<file path="config.mk">
export PLATFORM = sky130hd
export DESIGN_NAME = cpu_mpyunit
export DESIGN_NICKNAME = d
export VERILOG_FILES = /design/src/rtl/cpu_mpyunit_pkg.sv /design/src/rtl/cpu_mpyunit_bigsmpy.sv /design/src/rtl/cpu_mpyunit.sv
export SDC_FILE = /design/constraint.sdc
export NUM_CORES = 2
export LEC_CHECK = 0
export ABC_CLOCK_PERIOD_IN_PS = 9100
export CAP_MARGIN = 10
export CORE_MARGIN = 4
export CORE_UTILIZATION = 50
export DETAILED_ROUTE_END_ITERATION = 7
export PLACE_DENSITY = 0.66
export SLEW_MARGIN = 20
export SYNTH_ARGS = -nofsm -noshare
export SYNTH_HDL_FRONTEND = slang
export SYNTH_HIERARCHICAL = 1
export SYNTH_SLANG_ARGS = --single-unit
export TNS_END_PERCENT = 30
</file>
<file path="constraint.sdc">
create_clock -name i_clk -period 9.1 [get_ports i_clk]
set_input_delay 1.82 -clock i_clk [delete_from_list [all_inputs] [get_ports i_clk]]
set_output_delay 1.82 -clock i_clk [all_outputs]
set_load 0.05 [all_outputs]
</file>
<file path="src/rtl/cpu_mpyunit_pkg.sv">
// Shared CPU package for the multiply unit: opcode encodings, controller
// state encoding, default tag width and the result half-select helper.
package cpu_mpyunit_pkg;

  localparam logic [1:0] MPY_OP_LO  = 2'b00;
  localparam logic [1:0] MPY_OP_UHI = 2'b10;
  localparam logic [1:0] MPY_OP_SHI = 2'b11;

  localparam int MPY_TW_DEFAULT = 5;

  typedef enum logic [1:0] {
    ST_FLUSH = 2'b00,
    ST_IDLE  = 2'b01,
    ST_WAIT  = 2'b10,
    ST_DRAIN = 2'b11
  } mpy_state_t;

  // Pick the requested 32-bit half of a 64-bit product.
  function automatic logic [31:0] mpy_select(input logic [63:0] p, input logic hi);
    logic [31:0] r;
    if (hi) begin
      r = p[63:32];
    end else begin
      r = p[31:0];
    end
    return r;
  endfunction

endpackage

</file>
<file path="src/rtl/cpu_mpyunit_bigsmpy.sv">
// 64-bit pipelined 32x32 multiplier. No reset and no cancel: a product
// launched with i_sync always emerges CLOCKS cycles later with o_sync.
// i_sgn selects a signed (two's complement) or unsigned multiply.
module bigsmpy #(
  parameter int CLOCKS = 5
) (
  input  logic        i_clk,
  input  logic        i_sync,
  input  logic        i_sgn,
  input  logic [31:0] i_a,
  input  logic [31:0] i_b,
  output logic        o_sync,
  output logic [63:0] o_p
);

  logic signed [63:0] ext_a;
  logic signed [63:0] ext_b;
  logic signed [63:0] full;
  logic [63:0]        p_pipe [0:CLOCKS-1];
  logic [CLOCKS-1:0]  s_pipe;

  // Sign-extend only for signed operations, then take the low 64 bits.
  assign ext_a = {{32{i_sgn & i_a[31]}}, i_a};
  assign ext_b = {{32{i_sgn & i_b[31]}}, i_b};
  assign full  = ext_a * ext_b;

  // Product and sync delay line, CLOCKS stages deep.
  always_ff @(posedge i_clk) begin
    p_pipe[0] <= full;
    s_pipe[0] <= i_sync;
    for (int i = 1; i < CLOCKS; i++) begin
      p_pipe[i] <= p_pipe[i-1];
      s_pipe[i] <= s_pipe[i-1];
    end
  end

  assign o_p    = p_pipe[CLOCKS-1];
  assign o_sync = s_pipe[CLOCKS-1];

endmodule

</file>
<file path="src/rtl/cpu_mpyunit.sv">
// Multiply-unit controller: launches one product at a time into bigsmpy,
// returns the selected half with tag and flags, and handles flush, drain
// of orphaned products and post-reset recovery.
// Optional watchdog: define MPYUNIT_TIMEOUT_EN.
module cpu_mpyunit
  import cpu_mpyunit_pkg::*;
#(
  parameter int CLOCKS = 5,
  parameter int TW     = MPY_TW_DEFAULT
) (
  input  logic          i_clk,
  input  logic          i_rst_n,
  input  logic          i_ce,
  input  logic [1:0]    i_op,
  input  logic [31:0]   i_a,
  input  logic [31:0]   i_b,
  input  logic [TW-1:0] i_tag,
  input  logic          i_clear,
  output logic          o_busy,
  output logic          o_valid,
  output logic [31:0]   o_result,
  output logic [TW-1:0] o_tag,
  output logic          o_z,
  output logic          o_n,
  output logic          o_err
);

  localparam int            CW        = 4;
  localparam logic [CW-1:0] ZERO      = {CW{1'b0}};
  localparam logic [CW-1:0] ONE       = {{(CW-1){1'b0}}, 1'b1};
  localparam logic [CW-1:0] FLUSH_CNT = CW'(CLOCKS + 1);

  mpy_state_t    state;
  mpy_state_t    state_nx;
  logic [CW-1:0] cnt;
  logic [CW-1:0] cnt_nx;

  logic [31:0]   a_r;
  logic [31:0]   b_r;
  logic [TW-1:0] tag_r;
  logic          sgn_r;
  logic          hi_r;
  logic          sync_r;

  logic          busy_r;
  logic          valid_r;
  logic [31:0]   result_r;
  logic [TW-1:0] otag_r;
  logic          z_r;
  logic          n_r;

  logic          accept;
  logic          deliver;
  logic          timeout;
  logic          m_sync;
  logic [63:0]   m_p;
  logic [31:0]   sel;

  bigsmpy #(.CLOCKS(CLOCKS)) u_mpy (
    .i_clk  (i_clk),
    .i_sync (sync_r),
    .i_sgn  (sgn_r),
    .i_a    (a_r),
    .i_b    (b_r),
    .o_sync (m_sync),
    .o_p    (m_p)
  );

  assign sel = mpy_select(m_p, hi_r);

`ifdef MPYUNIT_TIMEOUT_EN
  logic [CW-1:0] wd;
  logic [CW-1:0] wd_nx;
  logic          err_r;

  // Watchdog: cleared at launch, counts while a product is outstanding.
  always_comb begin
    wd_nx = wd;
    if (accept) begin
      wd_nx = ZERO;
    end else if ((state == ST_WAIT || state == ST_DRAIN) && wd != FLUSH_CNT) begin
      wd_nx = wd + ONE;
    end else begin
      wd_nx = wd;
    end
  end

  assign timeout = (state == ST_WAIT || state == ST_DRAIN) && !m_sync && (wd == FLUSH_CNT);

  // Watchdog counter and error strobe registers.
  always_ff @(posedge i_clk or negedge i_rst_n) begin
    if (!i_rst_n) begin
      wd    <= ZERO;
      err_r <= 1'b0;
    end else begin
      wd    <= wd_nx;
      err_r <= timeout;
    end
  end

  assign o_err = err_r;
`else
  assign timeout = 1'b0;
  assign o_err   = 1'b0;
`endif

  // Next-state, counter and launch/deliver decisions.
  always_comb begin
    state_nx = state;
    cnt_nx   = cnt;
    accept   = 1'b0;
    deliver  = 1'b0;
    case (state)
      ST_FLUSH: begin
        // Stale products from before reset are ignored while counting down.
        if (cnt == ZERO) begin
          state_nx = ST_IDLE;
        end else begin
          cnt_nx = cnt - ONE;
        end
      end
      ST_IDLE: begin
        if (i_ce && !i_clear) begin
          accept   = 1'b1;
          cnt_nx   = ONE;
          state_nx = ST_WAIT;
        end else begin
          state_nx = ST_IDLE;
        end
      end
      ST_WAIT: begin
        if (timeout) begin
          cnt_nx   = FLUSH_CNT;
          state_nx = ST_FLUSH;
        end else if (m_sync) begin
          // A flush arriving with the product drops it.
          deliver  = !i_clear;
          cnt_nx   = ZERO;
          state_nx = ST_IDLE;
        end else if (i_clear) begin
          state_nx = ST_DRAIN;
        end else begin
          state_nx = ST_WAIT;
        end
      end
      ST_DRAIN: begin
        if (timeout) begin
          cnt_nx   = FLUSH_CNT;
          state_nx = ST_FLUSH;
        end else if (m_sync) begin
          cnt_nx = cnt - ONE;
          if (cnt == ONE) begin
            state_nx = ST_IDLE;
          end else begin
            state_nx = ST_DRAIN;
          end
        end else begin
          state_nx = ST_DRAIN;
        end
      end
      default: begin
        cnt_nx   = FLUSH_CNT;
        state_nx = ST_FLUSH;
      end
    endcase
  end

  // State, counter and registered busy flag.
  always_ff @(posedge i_clk or negedge i_rst_n) begin
    if (!i_rst_n) begin
      state  <= ST_FLUSH;
      cnt    <= FLUSH_CNT;
      busy_r <= 1'b1;
    end else begin
      state  <= state_nx;
      cnt    <= cnt_nx;
      busy_r <= (state_nx != ST_IDLE);
    end
  end

  // Operand capture and one-cycle launch strobe into the multiplier.
  always_ff @(posedge i_clk or negedge i_rst_n) begin
    if (!i_rst_n) begin
      a_r    <= 32'h0;
      b_r    <= 32'h0;
      tag_r  <= {TW{1'b0}};
      sgn_r  <= 1'b0;
      hi_r   <= 1'b0;
      sync_r <= 1'b0;
    end else begin
      sync_r <= accept;
      if (accept) begin
        a_r   <= i_a;
        b_r   <= i_b;
        tag_r <= i_tag;
        sgn_r <= (i_op == MPY_OP_SHI);
        hi_r  <= i_op[1];
      end
    end
  end

  // Result, tag and flags; held between strobes.
  always_ff @(posedge i_clk or negedge i_rst_n) begin
    if (!i_rst_n) begin
      valid_r  <= 1'b0;
      result_r <= 32'h0;
      otag_r   <= {TW{1'b0}};
      z_r      <= 1'b0;
      n_r      <= 1'b0;
    end else begin
      valid_r <= deliver;
      if (deliver) begin
        result_r <= sel;
        otag_r   <= tag_r;
        z_r      <= (sel == 32'h0);
        n_r      <= sel[31];
      end
    end
  end

  assign o_busy   = busy_r;
  assign o_valid  = valid_r;
  assign o_result = result_r;
  assign o_tag    = otag_r;
  assign o_z      = z_r;
  assign o_n      = n_r;

endmodule
</file>
; ---- Word level (Yosys, flattened, before mapping)
; Memories as Yosys holds them, arrays and structs flattened.
; Index checks and enable logic that the tools add are counted.
[classes]
n_addsub = 1
multipliers = 1
n_eq_ne = 10
n_mux = 17
bitwise_logic = 2
reduce_logical = 6
[ops]
columns = cell, n
row1 = multiplier 33 x 33 -> 64 bit, 1
row2 = logical NOT 32 bit, 1
row3 = two-way mux 32 bit, 1
row4 = two-way mux 4 bit, 4
row5 = one-hot mux 4 bit (4 select lines), 1
row6 = two-way mux 2 bit, 5
row7 = one-hot mux 2 bit (4 select lines), 1
row8 = "== test 2 bit, second input constant", 3
row9 = "inequality test 2 x 1 -> 1 bit, second input constant", 3
row10 = two-way mux 1 bit, 5
row11 = "== test 4 x 1 -> 1 bit, second input constant", 1
row12 = logical NOT 4 bit, 1
row13 = "inequality test 2 bit, second input constant", 2
row14 = AND reduction 4 bit, 1
row15 = "subtractor 4 x 1 -> 4 bit, second input constant", 1
row16 = bitwise AND 1 bit, 2
row17 = "== test 2 x 1 -> 1 bit, second input constant", 1
row18 = logical NOT 2 bit, 1
row19 = logical AND 1 bit, 1
row20 = logical NOT 1 bit, 1
[word_totals]
regBits = 124
mem_bits_rw = 320
in_bits = 75
out_inout_bits = 42
wordCells = 53
memories = 1
[mem_list]
columns = memory, depth, width, rd, rd_ports_with_merged_regs, wr, line_no
row1 = u_mpy.p_pipe, 5, 64, 5, 0, 5, cpu_mpyunit_bigsmpy.sv:19  ; logic [63:0] p_pipe [0:CLOCKS-1];

; ---- Logic depth before layout (Yosys ltp)
[logic_depth]
ltp_word = 5
ltp_mapped = 30
mapped_depth_nobuf = 28

; ---- Hierarchy
; Netlist, hierarchy kept.
[modules_own_cells]
columns = mod, instances, cells_per_inst, area_per_inst_um2, seq_area_each_um2
row1 = bigsmpy, 1, 4445, 44099.8, 6506.2
row2 = cpu_mpyunit, 1, 546, 5034.8, 2956.6

; ---- Least setup slack after synthesis
; Ideal clock, no wire load.
[synth_path]
kind = register to register
from = register sgn_r
to = memory u_mpy.p_pipe[0][63]
setup_ps = 121
t_arrival_ps = 8040
t_required_ps = 8979
setup_slack_ps = 939
path_stages_with_launch = 28
n_path_buf = 3
synth_period_minus_slack_ps = 8161
path_cell_list = dfrtp_1 -> clkbuf_1 -> clkbuf_1 -> and3_1 -> fa_1 -> fa_1 -> fa_1 -> inv_1 -> fa_1 -> inv_1 -> fa_1 -> fa_1 -> inv_1 -> fa_1 -> fa_1 -> inv_1 -> ha_1 -> clkbuf_1 -> nand4_1 -> nor2_1 -> and3_1 -> a221oi_1 -> nand2b_1 -> and3_1 -> o41a_1 -> o21ai_0 -> a21oi_1 -> xnor2_1
[synth_rtl]
columns = element, line_no
row1 = from (decl), cpu_mpyunit.sv:41  ; logic sgn_r;
row2 = from (signal assigned), cpu_mpyunit.sv:196  ; sgn_r <= (i_op == MPY_OP_SHI);
row3 = to (decl), cpu_mpyunit_bigsmpy.sv:19

==> reports/metrics.cfg <==
[detailed_routing]
drc=0
drt_wl_total_um=124000
routedWlPerCell_um=19.7
drtIter0Drc=2202
routed.top_layer=met4
vias=32700
dr_wl_met3_um=6670
wl_met2_um=62400
drtPass1Iterations=5
drtAntennaViolNets=0
post_drt_via_cell_ratio=5.17
m1WireLength_um=48900

[global_routing]
grt_max_degree=75
grt_pass1_vias=34900
grt_overflow=0
antenna_found_initial=1
gr-usage-all-layers=0.247
grt_pass1_wl_um=197000

[clocking]
holdBufCountCts=0
cts.sinks=443
post-cts-setup-buffers=0
root_buffer=clkbuf_16
clockBufferDepth=3
ctsResizeCount=0
htreeDepth=2
cts_tree=yes
clk_transition_reported_paths_ns=0.07
cts_buffers=43
clk_latency_ns=0.59

[critical_path]
cp_slowest_cell=fa_1
start_kind=register
cp.arrival_ns=9.23
slowest_delay_ns=0.55
critPathKind=register to register
crit_buf_inv=7
crit_required_ns=9.53
endpoint_kind=register
path_common_cell=fa_1
critPathTopFamily=adder cells
critPathMaxFanout=20

[timing]
finalSetupTns_ns=0
slew_violations=0
hold_ws_ns=0.305
post-route-min-period_ns=8.79
rsz0062_at_grt=no
setup_viol=0
fmax_mhz=114
tightest_slew_ns=1.06
fin_crit_sh=0.966
clock_skew_ns=0.0286
hold_viol=0
max_slew_margin=0.295

[floorplanning]
ios=117
die_w_um=321
fp-row-count=114
start_util=0.506
die_height_um=321
fp.coreArea_mm2=0.0971
die_area_mm2=0.103

[finish]
syn_to_final_growth_pct=8.31
fillers=8610
stdcell_count=6316
fin_util=0.548
layout-drive-gt1-share=0.0401
nets=6425

[synth]
synth_top_area_share=0.458
synth_nets=6411
synth_xor_area_frac=0.0137
synthAdderAreaFrac=0.514
synth-edff-count=0
yosysTopAreaCell=fa_1
seq_area_frac_synth=0.193
synth-compound-area-share=0.0291
synth_top_family_by_area=adder cells
avgSynthCellArea_um2=9.84
yosys-top-cells-area=fa_1 (46%), dfxtp_1 (13%), inv_1 (8.4%)
ys_async_sr_fraction=0.266
synth_warnings=6
synthCells=4991
ys_seq_elements=443
synth_ff_type=dfxtp_1
synth_cell_type_count=62
synthesis.area_mm2=0.0491
yosys.area_share.simple=0.141
synthMuxAreaShare=0.00672

[run]
maxCapViolCount=0

[placed_design]
dp_cells=6236
io_buffer_count=115
gp_congestion=0.933
dp_hpwl_um=104000

[run_status]
status=complete, no violations

[hold_path]
hold_class=register to register

-- path summary, 6_finish.rpt --
check / cells after the start / from / slack [ns] / to
max in group asynchronous: 2 / i_rst_n / 6.30 / b_r[30]
hold / removal: 0 / u_mpy/p_pipe[1][2] / 0.30 / u_mpy/p_pipe[2][2]
hold reg to reg: 0 / u_mpy/p_pipe[1][2] / 0.30 / u_mpy/p_pipe[2][2]
setup reg to reg: 27 / b_r[0] / 0.31 / u_mpy/p_pipe[0][51]
setup / recovery: 27 / b_r[0] / 0.31 / u_mpy/p_pipe[0][51]
min in group asynchronous: 1 / i_rst_n / 1.20 / o_result[12]
-- stage by stage --
| stage | worst slack (ns) | cell area (um^2) |
|---|---|---|
| global placement | 0.218 | 51700 |
| finish | 0.306 | 53200 |
| detailed placement | 0.203 | 51700 |
| floorplan | 0.939 | 49100 |
| CTS | 0.136 | 53200 |
| global route | 0.0640 | 53200 |
-- kinds of logic (layout without fill, tap and decap cells) --
kind of cell | Yosys count | count (layout)
AOI/OAI and AO/OA | 223 | 223
muxes | 33 | 33
DFF | 443 | 443
and+or+nand+nor | 1530 | 1530
buffers and inverters | 1339 | 1387
adders and majority gates | 1345 | 1345
other | 1 | 2
xor gates and xnor gates | 77 | 77
-- layer usage --
layer  vias to the layer above  global-route usage
met3                       265              0.0324
met2                       981               0.424
met5                         -                   0
met1                     17000               0.318
li1                      14400                   -
met4                         0               0.108
-- sequential cells by signal (all words and copies together) (netlist names), 2 cells and up --
name / count
cnt: 4
o_tag: 5
u_mpy/s_pipe: 5
b_r: 32
tag_r: 5
a_r: 32
u_mpy/p_pipe: 320
state: 2
o_result: 32
-- final cells by class --
class,instances,area (um^2),area share
antenna,1,2.50,0.0000470
clock buffer,63,1250,0.0236
clock inverter,16,246,0.00463
inverter,1098,4120,0.0774
multi-input combinational,3209,34600,0.651
sequential,443,9490,0.178
tap,1276,1600,0.0300
timing repair buffer,210,1870,0.0351
-- layout by cell type (no fill, tap or decap), drive strengths merged, types with 5 or more instances in the layout --
cell type and instances:
clkinv 10, a211oi 8, a221o 5, buf 96, nand4 9, a221oi 5, clkdlybuf4s50 114, dfxtp 325
o21a 10, inv 1101, fa 1125, clkbuf 63, mux2i 33, and2 358, dfrtp 115, ha 220
xor2 17, nand3 17, a21oi 56, nor2b 9, nor3 17, o21bai 9, nor2 61, nand2b 6
a21o 28, o21ai 70, xnor2 60, nor4 16, and3 25, or2 8, nand2 992, o31ai 5
a31oi 6
-- worst reg2reg max path, stage by stage, from the launching register on --
cell and delay [ns]:
dfrtp_1 0.49, buf_4 0.25, and2_1 0.20, fa_1 0.53, inv_1 0.06, fa_1 0.52, inv_1 0.05, fa_1 0.48
inv_1 0.06, fa_1 0.46, fa_1 0.55, inv_1 0.05, fa_1 0.50, fa_1 0.50, inv_1 0.05, fa_1 0.50
inv_1 0.05, ha_1 0.37, a21oi_2 0.28, nand2_1 0.15, a221oi_4 0.44, o31ai_1 0.21, a311o_1 0.44, a311oi_2 0.47
o21ai_1 0.20, o21a_1 0.29, a221oi_2 0.26, xnor2_1 0.25
-- Yosys cell counts (10+ instances only) --
cell type     n
xor2_1       17
and3_1       25
nor2_1       61
nand2_1     992
nor4_1       15
o21ai_0      68
dfxtp_1     325
dfrtp_1     115
fa_1       1125
xnor2_1      60
a21o_1       28
inv_1      1097
mux2i_1      33
ha_1        220
nand3_1      17
clkbuf_1    232
nor3_1       17
a21oi_1      55
and2_1      358
o21a_1       10
Power is not shown: default switching activity piles up to over one toggle a cycle in this logic, so the estimate is an artifact.
